`src/rtl/hazard_if.sv`:
```
// hazard_if: decode/execute status into the interlock controller and pipeline
// controls back out.
//   master : drives id_* decode fields and ex_redirect, reads the controls
//   slave  : hazard_ctrl side, reads decode/execute status and drives
//            pc_en, if_id_en, if_id_flush, id_ex_bubble, busy
// Optional macro HAZARD_PERF_EN adds 32-bit stall_cnt / flush_cnt outputs.
interface hazard_if;
    logic       id_valid;
    logic [4:0] id_rs1;
    logic [4:0] id_rs2;
    logic       id_rs1_used;
    logic       id_rs2_used;
    logic [4:0] id_rd;
    logic       id_reg_write;
    logic       id_load;
    logic       ex_redirect;

    logic       pc_en;
    logic       if_id_en;
    logic       if_id_flush;
    logic       id_ex_bubble;
    logic       busy;

`ifdef HAZARD_PERF_EN
    logic [31:0] stall_cnt;
    logic [31:0] flush_cnt;

    modport master (
        output id_valid, id_rs1, id_rs2, id_rs1_used, id_rs2_used,
               id_rd, id_reg_write, id_load, ex_redirect,
        input  pc_en, if_id_en, if_id_flush, id_ex_bubble, busy,
               stall_cnt, flush_cnt
    );

    modport slave (
        input  id_valid, id_rs1, id_rs2, id_rs1_used, id_rs2_used,
               id_rd, id_reg_write, id_load, ex_redirect,
        output pc_en, if_id_en, if_id_flush, id_ex_bubble, busy,
               stall_cnt, flush_cnt
    );
`else
    modport master (
        output id_valid, id_rs1, id_rs2, id_rs1_used, id_rs2_used,
               id_rd, id_reg_write, id_load, ex_redirect,
        input  pc_en, if_id_en, if_id_flush, id_ex_bubble, busy
    );

    modport slave (
        input  id_valid, id_rs1, id_rs2, id_rs1_used, id_rs2_used,
               id_rd, id_reg_write, id_load, ex_redirect,
        output pc_en, if_id_en, if_id_flush, id_ex_bubble, busy
    );
`endif
endinterface

```
`src/rtl/hazard_ctrl.sv`:
```
// hazard_ctrl: pipeline interlock controller for the fetch/decode/execute path.
// Stalls decode on load-use hazards against a single-entry load scoreboard and
// holds IF/ID flush for FLUSH_CYCLES cycles after a taken redirect.
//   clk  : clock, rising edge
//   rst  : asynchronous reset, active-low (forces HOLD, clears scoreboard/counter)
//   bus  : hazard_if.slave (decode fields + ex_redirect in; pc_en, if_id_en,
//          if_id_flush, id_ex_bubble, busy out; all outputs combinational
//          from state and inputs)
// Parameters: FLUSH_CYCLES (1..7), LOAD_LAT (1..3).
// Optional macro HAZARD_PERF_EN adds saturating stall_cnt / flush_cnt counters.
module hazard_ctrl #(
    parameter int unsigned FLUSH_CYCLES = 1,
    parameter int unsigned LOAD_LAT     = 1
) (
    input  logic    clk,
    input  logic    rst,
    hazard_if.slave bus
);
    localparam int unsigned REG_W   = 5;
    localparam int unsigned LDCNT_W = 2;
    localparam int unsigned FCNT_W  = 3;

    localparam logic [LDCNT_W-1:0] LD_RELOAD   = LDCNT_W'(LOAD_LAT);
    localparam logic [FCNT_W-1:0]  FCNT_RELOAD = FCNT_W'(FLUSH_CYCLES - 1);
    localparam bit                 MULTI_FLUSH = (FLUSH_CYCLES > 1);

    typedef enum logic [1:0] {
        ST_HOLD  = 2'd0,
        ST_RUN   = 2'd1,
        ST_FLUSH = 2'd2
    } state_t;

    state_t              r_state;
    state_t              w_state_nxt;
    logic [REG_W-1:0]    r_ld_rd;
    logic [REG_W-1:0]    w_ld_rd_nxt;
    logic [LDCNT_W-1:0]  r_ld_cnt;
    logic [LDCNT_W-1:0]  w_ld_cnt_nxt;
    logic [FCNT_W-1:0]   r_fcnt;
    logic [FCNT_W-1:0]   w_fcnt_nxt;

    logic w_src_match;
    logic w_hazard;
    logic w_flush_now;
    logic w_issue;
    logic w_ld_track;
    logic w_pc_en;
    logic w_if_id_en;
    logic w_if_id_flush;
    logic w_id_ex_bubble;
    logic w_busy;

    // A used decode source matches the destination of a load still in flight
    assign w_src_match = (bus.id_rs1_used && (bus.id_rs1 == r_ld_rd)) ||
                         (bus.id_rs2_used && (bus.id_rs2 == r_ld_rd));
    assign w_hazard    = bus.id_valid && (r_ld_cnt != '0) && w_src_match;
    assign w_flush_now = (r_state != ST_RUN) || bus.ex_redirect;
    assign w_issue     = bus.id_valid && !w_hazard && !w_flush_now;
    // x0 is never tracked, so it can never produce a hazard
    assign w_ld_track  = w_issue && bus.id_load && bus.id_reg_write && (bus.id_rd != '0);

    // Scoreboard: a newly issued load overrides the countdown
    always_comb begin : scoreboard_nxt
        w_ld_rd_nxt  = r_ld_rd;
        w_ld_cnt_nxt = r_ld_cnt;
        if (w_ld_track) begin
            w_ld_rd_nxt  = bus.id_rd;
            w_ld_cnt_nxt = LD_RELOAD;
        end else if (r_ld_cnt != '0) begin
            w_ld_cnt_nxt = r_ld_cnt - LDCNT_W'(1);
        end
    end

    // Next state and pipeline controls; defaults are the HOLD values
    always_comb begin : fsm_nxt
        w_state_nxt    = r_state;
        w_fcnt_nxt     = r_fcnt;
        w_pc_en        = 1'b0;
        w_if_id_en     = 1'b0;
        w_if_id_flush  = 1'b1;
        w_id_ex_bubble = 1'b1;
        case (r_state)
            ST_HOLD: begin
                w_state_nxt = ST_RUN;
            end
            ST_RUN: begin
                if (bus.ex_redirect) begin
                    w_pc_en    = 1'b1;
                    w_if_id_en = 1'b1;
                    if (MULTI_FLUSH) begin
                        w_state_nxt = ST_FLUSH;
                        w_fcnt_nxt  = FCNT_RELOAD;
                    end
                end else if (w_hazard) begin
                    w_if_id_flush = 1'b0;
                end else begin
                    w_pc_en        = 1'b1;
                    w_if_id_en     = 1'b1;
                    w_if_id_flush  = 1'b0;
                    w_id_ex_bubble = 1'b0;
                end
            end
            ST_FLUSH: begin
                w_pc_en    = 1'b1;
                w_if_id_en = 1'b1;
                // A redirect during the flush restarts the window
                if (bus.ex_redirect) begin
                    w_fcnt_nxt = FCNT_RELOAD;
                end else begin
                    w_fcnt_nxt = r_fcnt - FCNT_W'(1);
                    if (r_fcnt == FCNT_W'(1)) begin
                        w_state_nxt = ST_RUN;
                    end
                end
            end
            default: begin
                w_state_nxt = ST_HOLD;
            end
        endcase
    end

    assign w_busy = (r_state != ST_RUN);

    // State, scoreboard and flush counter
    always_ff @(posedge clk or negedge rst) begin
        if (!rst) begin
            r_state  <= ST_HOLD;
            r_ld_rd  <= '0;
            r_ld_cnt <= '0;
            r_fcnt   <= '0;
        end else begin
            r_state  <= w_state_nxt;
            r_ld_rd  <= w_ld_rd_nxt;
            r_ld_cnt <= w_ld_cnt_nxt;
            r_fcnt   <= w_fcnt_nxt;
        end
    end

    assign bus.pc_en        = w_pc_en;
    assign bus.if_id_en     = w_if_id_en;
    assign bus.if_id_flush  = w_if_id_flush;
    assign bus.id_ex_bubble = w_id_ex_bubble;
    assign bus.busy         = w_busy;

`ifdef HAZARD_PERF_EN
    localparam int unsigned PERF_W = 32;

    logic [PERF_W-1:0] r_stall_cnt;
    logic [PERF_W-1:0] r_flush_cnt;
    logic              w_stall_evt;
    logic              w_flush_evt;

    assign w_stall_evt = (r_state == ST_RUN) && !bus.ex_redirect && w_hazard;
    assign w_flush_evt = w_if_id_flush && (r_state != ST_HOLD);

    // Saturating event counters
    always_ff @(posedge clk or negedge rst) begin
        if (!rst) begin
            r_stall_cnt <= '0;
            r_flush_cnt <= '0;
        end else begin
            if (w_stall_evt && (r_stall_cnt != '1)) begin
                r_stall_cnt <= r_stall_cnt + PERF_W'(1);
            end
            if (w_flush_evt && (r_flush_cnt != '1)) begin
                r_flush_cnt <= r_flush_cnt + PERF_W'(1);
            end
        end
    end

    assign bus.stall_cnt = r_stall_cnt;
    assign bus.flush_cnt = r_flush_cnt;
`else
    // Performance counters not built
`endif
endmodule
```
`src/flat_wrapper.sv`:
```
// flat-port wrapper written by rule: the top's interface ports become plain ports
module hazard_ctrl_flat 
#(
    parameter int unsigned FLUSH_CYCLES = 1,
    parameter int unsigned LOAD_LAT     = 1
)
  (clk, rst, bus_id_valid, bus_id_rs1, bus_id_rs2, bus_id_rs1_used, bus_id_rs2_used, bus_id_rd, bus_id_reg_write, bus_id_load, bus_ex_redirect, bus_pc_en, bus_if_id_en, bus_if_id_flush, bus_id_ex_bubble, bus_busy);
  hazard_if bus_i ();
  input  logic clk;
  input  logic rst;
  input wire logic [$bits(bus_i.id_valid)-1:0] bus_id_valid;
  input wire logic [$bits(bus_i.id_rs1)-1:0] bus_id_rs1;
  input wire logic [$bits(bus_i.id_rs2)-1:0] bus_id_rs2;
  input wire logic [$bits(bus_i.id_rs1_used)-1:0] bus_id_rs1_used;
  input wire logic [$bits(bus_i.id_rs2_used)-1:0] bus_id_rs2_used;
  input wire logic [$bits(bus_i.id_rd)-1:0] bus_id_rd;
  input wire logic [$bits(bus_i.id_reg_write)-1:0] bus_id_reg_write;
  input wire logic [$bits(bus_i.id_load)-1:0] bus_id_load;
  input wire logic [$bits(bus_i.ex_redirect)-1:0] bus_ex_redirect;
  output wire logic [$bits(bus_i.pc_en)-1:0] bus_pc_en;
  output wire logic [$bits(bus_i.if_id_en)-1:0] bus_if_id_en;
  output wire logic [$bits(bus_i.if_id_flush)-1:0] bus_if_id_flush;
  output wire logic [$bits(bus_i.id_ex_bubble)-1:0] bus_id_ex_bubble;
  output wire logic [$bits(bus_i.busy)-1:0] bus_busy;
  assign bus_i.id_valid = bus_id_valid;
  assign bus_i.id_rs1 = bus_id_rs1;
  assign bus_i.id_rs2 = bus_id_rs2;
  assign bus_i.id_rs1_used = bus_id_rs1_used;
  assign bus_i.id_rs2_used = bus_id_rs2_used;
  assign bus_i.id_rd = bus_id_rd;
  assign bus_i.id_reg_write = bus_id_reg_write;
  assign bus_i.id_load = bus_id_load;
  assign bus_i.ex_redirect = bus_ex_redirect;
  assign bus_pc_en = bus_i.pc_en;
  assign bus_if_id_en = bus_i.if_id_en;
  assign bus_if_id_flush = bus_i.if_id_flush;
  assign bus_id_ex_bubble = bus_i.id_ex_bubble;
  assign bus_busy = bus_i.busy;
  hazard_ctrl #(.FLUSH_CYCLES(FLUSH_CYCLES), .LOAD_LAT(LOAD_LAT)) u_core (.clk(clk), .rst(rst), .bus(bus_i));
endmodule
```
`config.mk`:
```
export PLATFORM = sky130hd
export DESIGN_NAME = hazard_ctrl_flat
export DESIGN_NICKNAME = d
export VERILOG_FILES = /design/src/rtl/hazard_if.sv /design/src/rtl/hazard_ctrl.sv /design/src/flat_wrapper.sv
export SDC_FILE = /design/constraint.sdc
export NUM_CORES = 1
export LEC_CHECK = 0
export CAP_MARGIN = 20
export CORE_MARGIN = 3
export CORE_UTILIZATION = 36
export DETAILED_ROUTE_END_ITERATION = 12
export PLACE_DENSITY_LB_ADDON = 0.15
export SYNTH_ARGS = -nofsm -noshare
export SYNTH_HDL_FRONTEND = slang
export SYNTH_SLANG_ARGS = --single-unit
```
`constraint.sdc`:
```
create_clock -name clk -period 2.1 [get_ports clk]
set_clock_uncertainty 0.1 [all_clocks]
set_input_delay 0.315 -clock clk [delete_from_list [all_inputs] [get_ports clk]]
set_output_delay 0.315 -clock clk [all_outputs]
set_load 0.03 [all_outputs]
```
==> parameters.txt <==
Parameter                              Value

Clock tree
  Max clock buf depth    2
  Clk root buf    clkbuf_4
  Clock tree from TritonCTS    done
  Count of clock tree sinks    8
  Number of buffers added by the clock tree synthesis step    3
  Number of H-tree levels    1
  Clock transition at path regs    0.05 ns
  Number of hold buffers added after cts    0
  Later-pin clock latency in the skew report    0.25 ns

Yosys
  Yosys warning total    0
  Share of synthesized area spent on multiplexers    0.1111
  Dominant combinational cell family by area after synthesis    simple AND/OR/NAND/NOR gates
  Synthesis-stage register bit count    8
  Total nets after synthesis    73
  Synth Area per Inst    10.34 um2
  Post-synthesis cell type count    21
  Post-synth design cell area    506.7 um2
  Gate Count Post-Synth    49
  Adder-cell share of the synthesized area    0.02469
  Area fraction in and, or, nand and nor cells after synthesis    0.1951
  Share of synthesized area occupied by flip-flops and latches    0.3951
  Post-synthesis share of cell area spent on xor and xnor gates    0.1901
  Compound-Gate Fraction of Synth Area    0.03951

Setup path
  Critical path origin    bus_ex_redirect
  Crit path kind    input pin to primary output
  Crit path required time    1.68 ns
  Worst path slowest cell    clkdlybuf4s50_1
  Crit-path cells    clkdlybuf4s50_1 -> nand2b_1 -> clkdlybuf4s50_1
  Largest stage delay, worst path    0.69 ns
  Critical path fanouts, max    3
  Data arrival time at the worst-slack endpoint    1.65 ns
  Critical R2R Launch    u_core.r_ld_cnt[1]
  Startpoint class of the critical path    input pin
  Worst setup EP type    primary output
  Delay-heaviest family, CP    buffers and inverters
  Buffers plus inverters on the worst setup path    2
  Worst path most repeated cell    clkdlybuf4s50_1

Final layout
  Fraction of final layout cells sized beyond drive strength 1    0.2771
  Layout fillers    105
  Number of diodes    0
  Leading cell type in the layout, fill and taps excluded    clkdlybuf4s50_1
  Cell area after layout    863.3 um2
  Nets@finish    109
  Relative area change from synthesis to final layout    70.37%
  Commonest non-fill, non-tap cells in the layout    23 x clkdlybuf4s50_1, 10 x xnor2_1, 8 x dfrtp_1

Place
  GPL Wtd Cong    0.7127
  Placed wire-length estimate after detailed placement    903.6 um
  Port Buffer Count    27
  Worst slack at placement    -0.3955 ns
  Placed inst area    799.5 um2

Global routing
  Global-route wire length before repair    1.890 mm
  Total GRT Usage    0.1341
  Antenna violations before repair    0
  Met3 Use GR    0.03734
  Most Crowded Layer GR    met2
  Sum of overflow across all layers after global routing    0
  Global Route met2 Usage    0.2153
  GR Util met1    0.1688
  Pin count of the biggest net entering global routing    9
  Vias in the first global route    456

Timing
  Final count of pins violating max slew    0
  Setup repair after global routing missed its margin    true
  Worst hold-check slack    0.2528 ns
  Final setup violation count    0
  Final setup margin    0.03629 ns
  Portion of the clock cycle consumed by the worst path in the final layout    0.9827
  Final hold violation count    0
  Maximum frequency from static timing analysis    0.4846 GHz
  Post-route minimum period    2.064 ns

Floorplan
  Die Area    1894 um2
  Vertical die dimension    43.52 um
  Number of primary I/O pins    28
  Core outline area    1216 um2
  Placement Rows    12
  Die X-Extent    43.52 um
  Effective utilization at floorplan    0.4167

Power
  Internal power    0.4727 mW
  Power per unit of standard cell area    789.2 nW/um2
  Sequential fraction of design power    0.351
  Switching Fraction    0.3062
  Sw Pwr    0.2086 mW
  Design Power    0.6813 mW
  Largest vdd supply drop    671.6 uV
  Logic pwr share    0.481
  LEAKAGE    0.3729 nW
  Relative contribution of the clock network to total power    0.168

Route
  Via count of the routed design    460
  Total routed wirelength    1.207 mm
  Remaining design rule violation count    0
  Via density per instance    4.742
  Router iterations before antenna repair    3
  Antenna Violating Nets Remaining    0
  Per-cell routed wire length    12.44 um
  Starting DRC count in detailed routing    4

Outcome
  Outcome    completed

Hold path
  Min-delay worst type    input pin to asynchronous set/reset pin

Run
  Number of max-capacitance violations reported    0
==> through the flow <==
step                      instances  TNS [ns]  utilization
after floorplan                  49         0            -
after global placement           91   -0.8177       0.6574
after detailed placement         91   -0.7894       0.6574
after CTS                        94         0       0.6698
after global routing             97   -0.1578       0.7099
final                            97         0       0.7099
==> power groups by stage <==
| stage | Clock (mW) | Sequential [mW] | Combinational, mW |
|---|---|---|---|
| floorplan | 0 | 0.234 | 0.172 |
| global placement | 0 | 0.237 | 0.274 |
| detailed placement | 0 | 0.241 | 0.279 |
| CTS | 0.117 | 0.239 | 0.282 |
| global route | 0.128 | 0.244 | 0.370 |
| finish | 0.114 | 0.239 | 0.328 |
==> timing repair <==
item,CTS,global route
resized for setup,11,10
hold endpoints to repair,0,0
pin swaps,0,3
buffers inserted,0,3
setup endpoints to repair,2,3
==> sequential cells by signal, indices dropped and copies added (netlist names) <==
signal	flops
u_core.r_ld_cnt	2
u_core.r_ld_rd	5
u_core.r_state	1
==> final cells by class <==
class	count	area (um2)	share of cell area
Timing Repair Buffer	32	306.5	0.3551
Multi-Input combinational cell	37	305.3	0.3536
Sequential cell	8	200.2	0.2319
Clock buffer	3	22.52	0.02609
Tap cell	14	17.52	0.02029
Inverter	3	11.26	0.01304
==> Yosys cell counts, drive strengths merged <==
cell type / number / share of area
or2b: 1 / 0.015
and2: 1 / 0.015
nand2: 2 / 0.015
nand2b: 1 / 0.012
conb: 1 / 0.0074
nor2b: 1 / 0.012
nand4: 2 / 0.025
mux2: 5 / 0.11
nor2: 3 / 0.022
o21ai: 1 / 0.0099
nand3b: 1 / 0.040
xnor2: 10 / 0.17
nor3: 1 / 0.0099
xor2: 1 / 0.017
nand3: 3 / 0.030
inv: 3 / 0.022
dfrtp: 8 / 0.40
a21oi: 1 / 0.0099
o22a: 1 / 0.020
buf: 1 / 0.015
ha: 1 / 0.025
==> worst register-to-register path, stage by stage, from the launching register on <==
cell	delay (ns)
dfrtp_1	0.35
inv_1	0.05
ha_2	0.20
nor2b_4	0.13
nand3_2	0.07
o22a_2	0.27
buf_4	0.15
nand3b_4	0.11
mux2_2	0.34
==> metal layers <==
layer / wire length (um) / share of wire
met1: 503 / 0.42
met2: 578 / 0.48
met3: 125 / 0.10
met4: 0 / 0
met5: 0 / 0
==> final timing paths <==
path	endpoint	slack, ns	cells after the start
setup / recovery	bus_if_id_flush	0.04	3
hold / removal	u_core.r_ld_rd[4]	0.25	1
setup reg to reg	u_core.r_ld_rd[2]	0.21	8
hold reg to reg	u_core.r_ld_rd[3]	0.48	1
max in group asynchronous	u_core.r_ld_rd[1]	1.38	1
min in group clk	u_core.r_ld_rd[3]	0.48	1
==> kinds of logic (layout without fill, tap and decap cells) <==
group	Yosys count	in the layout
other	1	1
buffers and inverters	4	38
adders and majority gates	1	1
xor gates and xnor gates	11	11
and+or+nand+nor	16	16
DFF	8	8
muxes	5	5
AOI/OAI and AO/OA	3	3
(Power assumes the default switching activity.)
